==> config.mk <==
export PLATFORM = sky130hd
export DESIGN_NAME = fetch_stage
export DESIGN_NICKNAME = d
export VERILOG_FILES = /design/src/rtl/fetch_stage_pkg.sv /design/src/rtl/fetch_fifo.sv /design/src/rtl/fetch_stage.sv
export SDC_FILE = /design/constraint.sdc
export NUM_CORES = 1
export LEC_CHECK = 0
export ABC_CLOCK_PERIOD_IN_PS = 7350
export CAP_MARGIN = 20
export CORE_MARGIN = 2
export CORE_UTILIZATION = 56
export CTS_BUF_LIST = sky130_fd_sc_hd__clkbuf_2
export DETAILED_ROUTE_END_ITERATION = 16
export PLACE_DENSITY = 0.82
export SKIP_LAST_GASP = 1
export SLEW_MARGIN = 20
export SYNTH_ARGS = -nofsm -noshare
export SYNTH_HDL_FRONTEND = slang
export SYNTH_SLANG_ARGS = --single-unit
export TNS_END_PERCENT = 100
==> constraint.sdc <==
create_clock -name clk -period 7.35 [get_ports clk]
set_clock_uncertainty 0.2 [all_clocks]
set_input_delay 1.47 -clock clk [delete_from_list [all_inputs] [get_ports clk]]
set_output_delay 1.47 -clock clk [all_outputs]
set_load 0.02 [all_outputs]
==> src/rtl/fetch_stage_pkg.sv <==
// rtl/fetch_stage_pkg.sv - shared fetch/decode constants and the fetch entry type
package fetch_stage_pkg;
  localparam int XLEN = 32;
  localparam logic [XLEN-1:0] NOP_INSTR = 32'h0000_0013;

  typedef struct packed {
    logic [XLEN-1:0] instr;
    logic [XLEN-1:0] pc;
  } fetch_entry_t;
endpackage

==> src/rtl/fetch_fifo.sv <==
// rtl/fetch_fifo.sv - synchronous FIFO of fetch entries; clear beats push, pop frees a slot for a same-cycle push
module fetch_fifo
  import fetch_stage_pkg::*;
#(
  parameter int FIFO_DEPTH = 2,
  parameter int CNT_W      = $clog2(FIFO_DEPTH + 1)
) (
  input  logic             clk,
  input  logic             rst,
  input  logic             push,
  input  fetch_entry_t     push_data,
  input  logic             pop,
  input  logic             clear,
  output fetch_entry_t     head,
  output logic             full,
  output logic             empty,
  output logic [CNT_W-1:0] count
);
  localparam int PTR_W = (FIFO_DEPTH > 1) ? $clog2(FIFO_DEPTH) : 1;
  localparam logic [PTR_W-1:0] LAST = PTR_W'(FIFO_DEPTH - 1);

  fetch_entry_t     mem_q [FIFO_DEPTH];
  logic [PTR_W-1:0] wr_ptr_q, wr_ptr_d, rd_ptr_q, rd_ptr_d;
  logic [CNT_W-1:0] count_q, count_d;
  logic             do_push, do_pop;

  assign full    = (count_q == CNT_W'(FIFO_DEPTH));
  assign empty   = (count_q == '0);
  assign count   = count_q;
  assign head    = mem_q[rd_ptr_q];
  assign do_pop  = pop && !empty;
  assign do_push = push && (!full || do_pop);

  always_comb begin
    wr_ptr_d = wr_ptr_q;
    rd_ptr_d = rd_ptr_q;
    count_d  = count_q + CNT_W'(do_push) - CNT_W'(do_pop);
    if (do_push) wr_ptr_d = (wr_ptr_q == LAST) ? '0 : wr_ptr_q + PTR_W'(1);
    if (do_pop)  rd_ptr_d = (rd_ptr_q == LAST) ? '0 : rd_ptr_q + PTR_W'(1);
    if (clear) begin
      wr_ptr_d = '0;
      rd_ptr_d = '0;
      count_d  = '0;
    end
  end

  always_ff @(posedge clk) begin
    if (rst) begin
      wr_ptr_q <= '0;
      rd_ptr_q <= '0;
      count_q  <= '0;
    end else begin
      wr_ptr_q <= wr_ptr_d;
      rd_ptr_q <= rd_ptr_d;
      count_q  <= count_d;
    end
  end

  always_ff @(posedge clk) begin
    if (do_push && !clear) mem_q[wr_ptr_q] <= push_data;
  end
endmodule

==> src/rtl/fetch_stage.sv <==
// rtl/fetch_stage.sv - instruction fetch: PC, credit-limited imem requests, instruction buffer, decode register
module fetch_stage
  import fetch_stage_pkg::XLEN, fetch_stage_pkg::fetch_entry_t;
#(
  parameter logic [XLEN-1:0] RESET_PC   = 32'h0000_0000,
  parameter int              FIFO_DEPTH = 2,
  parameter logic [XLEN-1:0] NOP_INSTR  = fetch_stage_pkg::NOP_INSTR
) (
  input  logic            clk,
  input  logic            rst,
  output logic            imem_req_valid,
  input  logic            imem_req_ready,
  output logic [XLEN-1:0] imem_req_addr,
  input  logic            imem_rsp_valid,
  input  logic [XLEN-1:0] imem_rsp_data,
  input  logic            StallD,
  input  logic            FlushD,
  input  logic            PCSrcE,
  input  logic [XLEN-1:0] PCTargetE,
  output logic [XLEN-1:0] InstrD,
  output logic [XLEN-1:0] PCD,
  output logic [XLEN-1:0] PCplus4D,
  output logic            ValidD
);
  localparam int CNT_W = $clog2(FIFO_DEPTH + 1);

  logic [XLEN-1:0]  pc_f_q, pc_f_d;
  logic [CNT_W-1:0] outstanding_q, outstanding_d, drop_cnt_q, drop_cnt_d;
  logic [XLEN-1:0]  instr_q, instr_d, pcd_q, pcd_d, pcp4_q, pcp4_d;
  logic             valid_q, valid_d;

  logic             req_hs, rsp_drop, rsp_accept, dec_pop, credit_ok;
  fetch_entry_t     inst_head, inst_push_data, pcq_head, pcq_push_data;
  logic             inst_full, inst_empty, pcq_full, pcq_empty;
  logic [CNT_W-1:0] inst_count, pcq_count;

  // Responses still owed by memory count against the buffer, so a grant always finds a slot.
  assign credit_ok      = ({1'b0, outstanding_q} + {1'b0, inst_count}) < (CNT_W + 1)'(FIFO_DEPTH);
  assign imem_req_valid = !rst && !PCSrcE && credit_ok;
  assign imem_req_addr  = pc_f_q;
  assign req_hs         = imem_req_valid && imem_req_ready;
  assign rsp_drop       = imem_rsp_valid && (drop_cnt_q != '0);
  assign rsp_accept     = imem_rsp_valid && (drop_cnt_q == '0) && !PCSrcE;
  assign dec_pop        = !FlushD && !StallD && !inst_empty;

  assign pcq_push_data = '{instr: NOP_INSTR, pc: pc_f_q};

  always_comb begin
    inst_push_data       = pcq_head;
    inst_push_data.instr = imem_rsp_data;
  end

  fetch_fifo #(.FIFO_DEPTH(FIFO_DEPTH), .CNT_W(CNT_W)) u_pc_queue (
    .clk(clk), .rst(rst), .push(req_hs), .push_data(pcq_push_data), .pop(rsp_accept),
    .clear(PCSrcE), .head(pcq_head), .full(pcq_full), .empty(pcq_empty), .count(pcq_count)
  );

  fetch_fifo #(.FIFO_DEPTH(FIFO_DEPTH), .CNT_W(CNT_W)) u_inst_fifo (
    .clk(clk), .rst(rst), .push(rsp_accept), .push_data(inst_push_data), .pop(dec_pop),
    .clear(PCSrcE), .head(inst_head), .full(inst_full), .empty(inst_empty), .count(inst_count)
  );

  always_comb begin
    pc_f_d        = pc_f_q;
    outstanding_d = outstanding_q + CNT_W'(req_hs) - CNT_W'(imem_rsp_valid);
    drop_cnt_d    = drop_cnt_q;
    if (PCSrcE) begin
      // Everything memory still owes after this cycle's response belongs to the wrong path.
      pc_f_d     = {PCTargetE[XLEN-1:2], 2'b00};
      drop_cnt_d = outstanding_q - CNT_W'(imem_rsp_valid);
    end else begin
      if (req_hs)   pc_f_d     = pc_f_q + XLEN'(4);
      if (rsp_drop) drop_cnt_d = drop_cnt_q - CNT_W'(1);
    end
  end

  always_comb begin
    valid_d = valid_q;
    instr_d = instr_q;
    pcd_d   = pcd_q;
    pcp4_d  = pcp4_q;
    if (FlushD) begin
      valid_d = 1'b0;
      instr_d = NOP_INSTR;
    end else if (!StallD) begin
      if (!inst_empty) begin
        valid_d = 1'b1;
        instr_d = inst_head.instr;
        pcd_d   = inst_head.pc;
        pcp4_d  = inst_head.pc + XLEN'(4);
      end else begin
        valid_d = 1'b0;
        instr_d = NOP_INSTR;
      end
    end
  end

  always_ff @(posedge clk) begin
    if (rst) begin
      pc_f_q        <= RESET_PC;
      outstanding_q <= '0;
      drop_cnt_q    <= '0;
      valid_q       <= 1'b0;
      instr_q       <= NOP_INSTR;
      pcd_q         <= '0;
      pcp4_q        <= '0;
    end else begin
      pc_f_q        <= pc_f_d;
      outstanding_q <= outstanding_d;
      drop_cnt_q    <= drop_cnt_d;
      valid_q       <= valid_d;
      instr_q       <= instr_d;
      pcd_q         <= pcd_d;
      pcp4_q        <= pcp4_d;
    end
  end

  assign InstrD   = instr_q;
  assign PCD      = pcd_q;
  assign PCplus4D = pcp4_q;
  assign ValidD   = valid_q;

  always_ff @(posedge clk) begin
    if (!rst) begin
      assert (!(imem_rsp_valid && outstanding_q == '0))
        else $error("fetch_stage: response with nothing outstanding");
      assert (!(rsp_accept && inst_full && !dec_pop))
        else $error("fetch_stage: instruction buffer overflow");
      assert (!(req_hs && pcq_full))
        else $error("fetch_stage: pc queue overflow");
      assert (!(rsp_accept && pcq_empty))
        else $error("fetch_stage: accepted response without a pc");
      assert (pcq_count <= outstanding_q)
        else $error("fetch_stage: pc queue larger than outstanding");
    end
  end
endmodule
## Yosys cells after proc, flatten, opt, wreduce, memory -nomap -nowiden

Memory sizes are Yosys's and may differ from the RTL's. A register that Yosys moved wholly into a read port is not among the register bits.
Index checks and enable logic that the tools add are counted.
Widths: inputs -> output; s select.

| word-level totals | value |
|---|---|
| register bits after elaboration | 141 |
| bits in writable memories | 192 |
| output and inout port bits | 130 |
| logic and storage cells | 88 |
| memories kept | 2 |

| operators by class | value |
|---|---|
| $add $sub $neg | 15 |
| order comparisons | 1 |
| equality and inequality tests | 2 |
| muxes and demuxes | 18 |
| bitwise logic cells | 3 |
| reductions and logical operators | 33 |

Memories:

| memory | words | bits a word | rd ports | clocked after Yosys merged registers in | write ports | RTL line | source |
|---|---|---|---|---|---|---|---|
| u_inst_fifo.mem_q | 2 | 64 | 1 | 1 | 1 | fetch_fifo.sv:22 | `fetch_entry_t mem_q [FIFO_DEPTH];` |
| u_pc_queue.mem_q | 2 | 32 | 1 | 1 | 1 | fetch_fifo.sv:22 |  |

Operators with widths:

| kind | number |
|---|---|
| $mux 32 | 3 |
| $add 32x3->32 const B | 2 |
| $logic_and 1x1->1 | 14 |
| $mux 1 | 13 |
| $logic_not 1->1 | 8 |
| $sub 2x1->2 | 4 |
| $add 2x1->2 | 3 |
| $logic_not 2->1 | 3 |
| $reduce_bool 2->1 | 3 |
| $add 1x1->1 const B | 4 |
| $eq 2x2->1 const B | 2 |
| $mux 2 | 2 |
| $reduce_or 2->1 | 2 |
| $add 2x2->3 | 1 |
| $lt 3x2->1 const B | 1 |
| $not 1->1 | 3 |
| $reduce_and 3->1 | 1 |
| $logic_or 1x1->1 | 2 |
| $sub 2x1->2 const B | 1 |

## Depth between registers and ports, before layout

| depth | value |
|---|---|
| depth after elaboration | 9 |
| depth in mapped cells | 12 |
| depth with buffers taken out | 11 |

## By module

From an unflattened synthesis, not the netlist that was laid out.

| second synthesis, totals | value |
|---|---|
| cells, all modules | 1,184 |
| area total of the unflattened synthesis | 15,682.5 um2 |

Modules (own cells, without submodules):

| module | instances | cells each | area an instance (um2) |
|---|---|---|---|
| fetch_fifo | 2 | 229 | 4,849.7 |
| fetch_stage | 1 | 726 | 5,983.2 |

## Worst setup path after synthesis

OpenSTA, ideal clock, no wires.

| path | value |
|---|---|
| path kind | in2reg |
| start point | input StallD |
| end point | memory u_inst_fifo.mem_q[0][10] (netlist bit), enable pin |
| arrival | 5.190 ns |
| required time | 6.668 ns |
| path slack | 1.478 ns |
| stages | 6 |
| path buffers | 2 |
| cell sequence | o21bai_1 -> or2_2 -> clkbuf_1 -> clkbuf_1 -> a31o_2 -> nor2_1 |

| on the way | value |
|---|---|
| cells in the longest elaborated chain, start to end | 9 |

Ends and longest elaborated chain:

| item | RTL line | source |
|---|---|---|
| start, declared | fetch_stage.sv:16 | `input logic StallD,` |
| $logic_not 1->1 | - |  |
| $logic_and 1x1->1 (2 in a row) | fetch_stage.sv:44 | `assign dec_pop = !FlushD && !StallD && !inst_empty;` |
| $logic_and 1x1->1 | fetch_fifo.sv:31 | `assign do_pop = pop && !empty;` |
| $logic_or 1x1->1 | fetch_fifo.sv:32 | `assign do_push = push && (!full \|\| do_pop);` |
| $logic_and 1x1->1 | fetch_fifo.sv:32 |  |
| $logic_and 1x1->1 | fetch_fifo.sv:60 | `if (do_push && !clear) mem_q[wr_ptr_q] <= push_data;` |
| $mux 1 | fetch_fifo.sv:60 |  |
| $mux 1 (not written as such) | fetch_fifo.sv:60 |  |
| end, declared | fetch_fifo.sv:22 |  |

Every way passes these cells.

## Final worst setup path

| path | value |
|---|---|
| start point | input PCSrcE |
| end point | output imem_req_valid |

| on the way | value |
|---|---|
| cells in the longest elaborated chain, start to end | 3 |

Ends and longest elaborated chain:

| item | RTL line | source |
|---|---|---|
| start, declared | fetch_stage.sv:18 | `input logic PCSrcE,` |
| $logic_not 1->1 | fetch_stage.sv:39 | `assign imem_req_valid = !rst && !PCSrcE && credit_ok;` |
| $logic_and 1x1->1 (2 in a row) | fetch_stage.sv:39 |  |
| end, declared | fetch_stage.sv:11 | `output logic imem_req_valid,` |

Every way passes these cells.

==> out/metrics.yaml <==
pre_cts_slack_ns: 2.39
cts_buffers: 78
cp_slowest_stage_delay_ns: 0.69
fillers: 1729
synth_top_family_by_area: "simple AND/OR/NAND/NOR gates"
yosysTopAreaCellShare: 0.418
wl_per_cell_um: 16.7
crit_top_cell: "clkdlybuf4s50_1"
first_iter_violations: 658
crit_cells: 4
grt_pass1_wl_um: 44900
syn2layout_area_growth_pct: 22.0
synth-main-ff-cell: "edfxtp_1"
place.port_buffers: 192
worst_path_max_delay_cell: "clkdlybuf4s50_1"
hold_path_class: "reg2reg"
drv_cap: 0
synthSimpleGateAreaFrac: 0.138
cp_max_fo: 39
clock_sinks: 321
period_share: 0.678
arrival_ns: 3.32
yosysMostFrequentCell: "edfxtp_1"
rsz0062_at_grt: "no"
die_area_um2: 24800
min_period_ns: 4.99
regToRegSetupSlack_ns: 3.49
num_vias: 9760
antenna_found_initial: 1
setup_violations: 0
postCtsSetupRepairBufs: 0
r2r-end: "outstanding_q[1]"
synth-xor-area-share: 0.0133
drv_slew: 0
pwr_density_cell_nw_per_um2: 209
hold_buffers: 0
gp_congestion: 0.855
drive_gt1_frac: 0.144
crit_type: "in2out"
slew_headroom: 0.315
critPathBufInv: 3
r2r_cells: 12
internal_power_mw: 2.49
crit_chain: "clkdlybuf4s50_1 > buf_4 > nor4_4 > clkdlybuf4s50_1"
num_rows: 56
status: "completed"
ios: 201
die_w_um: 158
p_switching_mw: 0.886
synthTopCellsByArea: "edfxtp_1 42%, dfxtp_1 21%, mux2i_1 4.2%"
cp.required_ns: 5.68
pwr-share-comb: 0.080
syn_inst: 1120
cp_top_family: "buffers and inverters"
timing.critical_path.to: "imem_req_valid"
seq_power_share: 0.590
fin_ws_ns: 2.36
vdd_ir_drop_max_v: 0.000107
cts_tree: "done"
clockBufferDepth: 3
muxShareOfSynthArea: 0.0826
path_clk_slew_ns: 0.09
firstDrtPassIters: 5
fmax_mhz: 201
ctsRootBufferMaster: "clkbuf_2"
worstSetupStartpointType: "input port"
end_kind: "output pin"
synth_edf_count: 184
leakage_nw: 5.42
drc_errors: 0
synth-seq-cells: 321
hold_violations: 0
grt_use_total: 0.228
core_area_um2: 23300
placed_area_um2: 15400
die_h_um: 158
drt_wl_total_um: 28800
initial_core_util: 0.566
yosysWarnings: 0
synthTopCellsByCount: "184 x edfxtp_1, 137 x dfxtp_1, 137 x nor2_1"
fin_total_pwr_mw: 3.38
post_cts_resize_count: 0
antenna_left: 0
async_reset_ff_frac: 0
tightest_slew_ns: 1.03
finish.utilization: 0.691
grt_pass1_vias: 9116
ys_types: 67
netlist_area_um2: 13200
finalSetupTns_ns: 0
avgViaCountPerCell: 5.65
final_area_um2: 16100
final_nets: 1424
place_hpwl_um: 19100
grt_max_degree: 75
rr_startpoint: "u_inst_fifo.count[0]"
clkPwrFrac: 0.330
postSynthAreaPerCell_um2: 11.8
synthAdderAreaFrac: 0.0100
p_sw_frac: 0.262
yosys.area.top_type: "edfxtp_1"
clk-insertion-delay-late_ns: 0.87
synth_compound_area_frac: 0.102
ys_seq_area_frac: 0.626
htreeDepth: 3
crit_start: "PCSrcE"
gr-total-overflow: 0
==> registers in the layout, summed over array words and instances (netlist names), named ones only <==
signal / flops
u_pc_queue.wr_ptr_q: 1
u_inst_fifo.rd_ptr_q: 1
u_inst_fifo.mem_q: 124
PCplus4D: 30
u_inst_fifo.count: 2
u_pc_queue.rd_ptr_q: 1
InstrD: 32
drop_cnt_q: 2
u_pc_queue.count: 2
outstanding_q: 2
u_pc_queue.mem_q: 60
PCD: 30
imem_req_addr: 30
ValidD: 1
u_inst_fifo.wr_ptr_q: 1
==> stage by stage <==
| step | cells | hold slack [ns] |
|---|---|---|
| after floorplan | 1125 | 0.281 |
| after global placement | 1582 | 0.247 |
| after detailed placement | 1582 | 0.246 |
| after CTS | 1727 | 0.268 |
| after global routing | 1728 | 0.279 |
| final | 1728 | 0.267 |
==> cells in the final DEF, fill, tap and decap left out, types with 7 or more instances in the layout <==
| cell | instances |
|---|---|
| nor3_1 | 17 |
| inv_1 | 17 |
| clkdlybuf4s50_1 | 191 |
| a21oi_1 | 68 |
| and3_1 | 16 |
| nand4b_1 | 7 |
| buf_4 | 13 |
| a31oi_1 | 7 |
| ha_1 | 9 |
| o21ai_0 | 25 |
| dfxtp_1 | 136 |
| clkbuf_2 | 112 |
| nand2_1 | 72 |
| and2_1 | 8 |
| nand3b_1 | 9 |
| nor2_1 | 133 |
| mux2_2 | 48 |
| clkinv_1 | 25 |
| edfxtp_1 | 184 |
| nor4_1 | 7 |
| nand3_1 | 44 |
| o22ai_1 | 13 |
| xnor2_1 | 16 |
| mux2i_1 | 55 |
| a211oi_1 | 31 |
| nand4_1 | 20 |
==> metal layers <==
metal  vias up  track usage  wire length [µm]
li1       4701            -                 -
met1      4597        0.320             12800
met2       413        0.351             13300
met3        49       0.0485              2140
met4         0       0.0831               495
met5         -            0                 0
==> how the worst min path moves through the flow <==
stage | from | end | slack, ns | cells after the start
detailed placement | PCplus4D[10] | PCplus4D[10] | 0.25 | 2
global route | PCplus4D[11] | PCplus4D[11] | 0.28 | 2
CTS | PCplus4D[11] | PCplus4D[11] | 0.27 | 2
floorplan | u_pc_queue.rd_ptr_q | register | 0.28 | 2
finish | PCplus4D[7] | PCplus4D[7] | 0.27 | 2
global placement | PCplus4D[10] | PCplus4D[10] | 0.25 | 2
==> power groups by stage <==
stage          clock, mW  sequential (mW)  combinational [mW]
2_1_floorplan          0             2.04               0.136
3_5_place_dp           0             2.03               0.268
6_report            1.11             1.99               0.270
3_3_place_gp           0             2.03               0.262
4_1_cts             1.14             1.99               0.270
5_1_grt             1.24             2.00               0.293
==> logic make-up after synthesis <==
kind of cell	Yosys count
compound gates	203
other cells	1
fa+ha+maj	10
simple gates	374
buf+inv	88
xor+xnor	20
flops	321
mux	103
==> area by class of cell <==
cell class,count,area [µm²],area share
flip-flops and latches,321,8270,0.513
multi-input cells,716,4620,0.287
repair buffers,207,2050,0.127
clock buffers,112,561,0.0348
well taps,319,399,0.0247
clock inverters,33,148,0.00915
inverters,19,71.3,0.00442
diodes,1,2.50,0.000155
==> worst min-delay path, cell delays in order (launching register included) <==
cell and delay (ns):
dfxtp_1 0.33, nand2_1 0.05, a21oi_1 0.05
No activity file was read; power rests on OpenSTA's default activity.
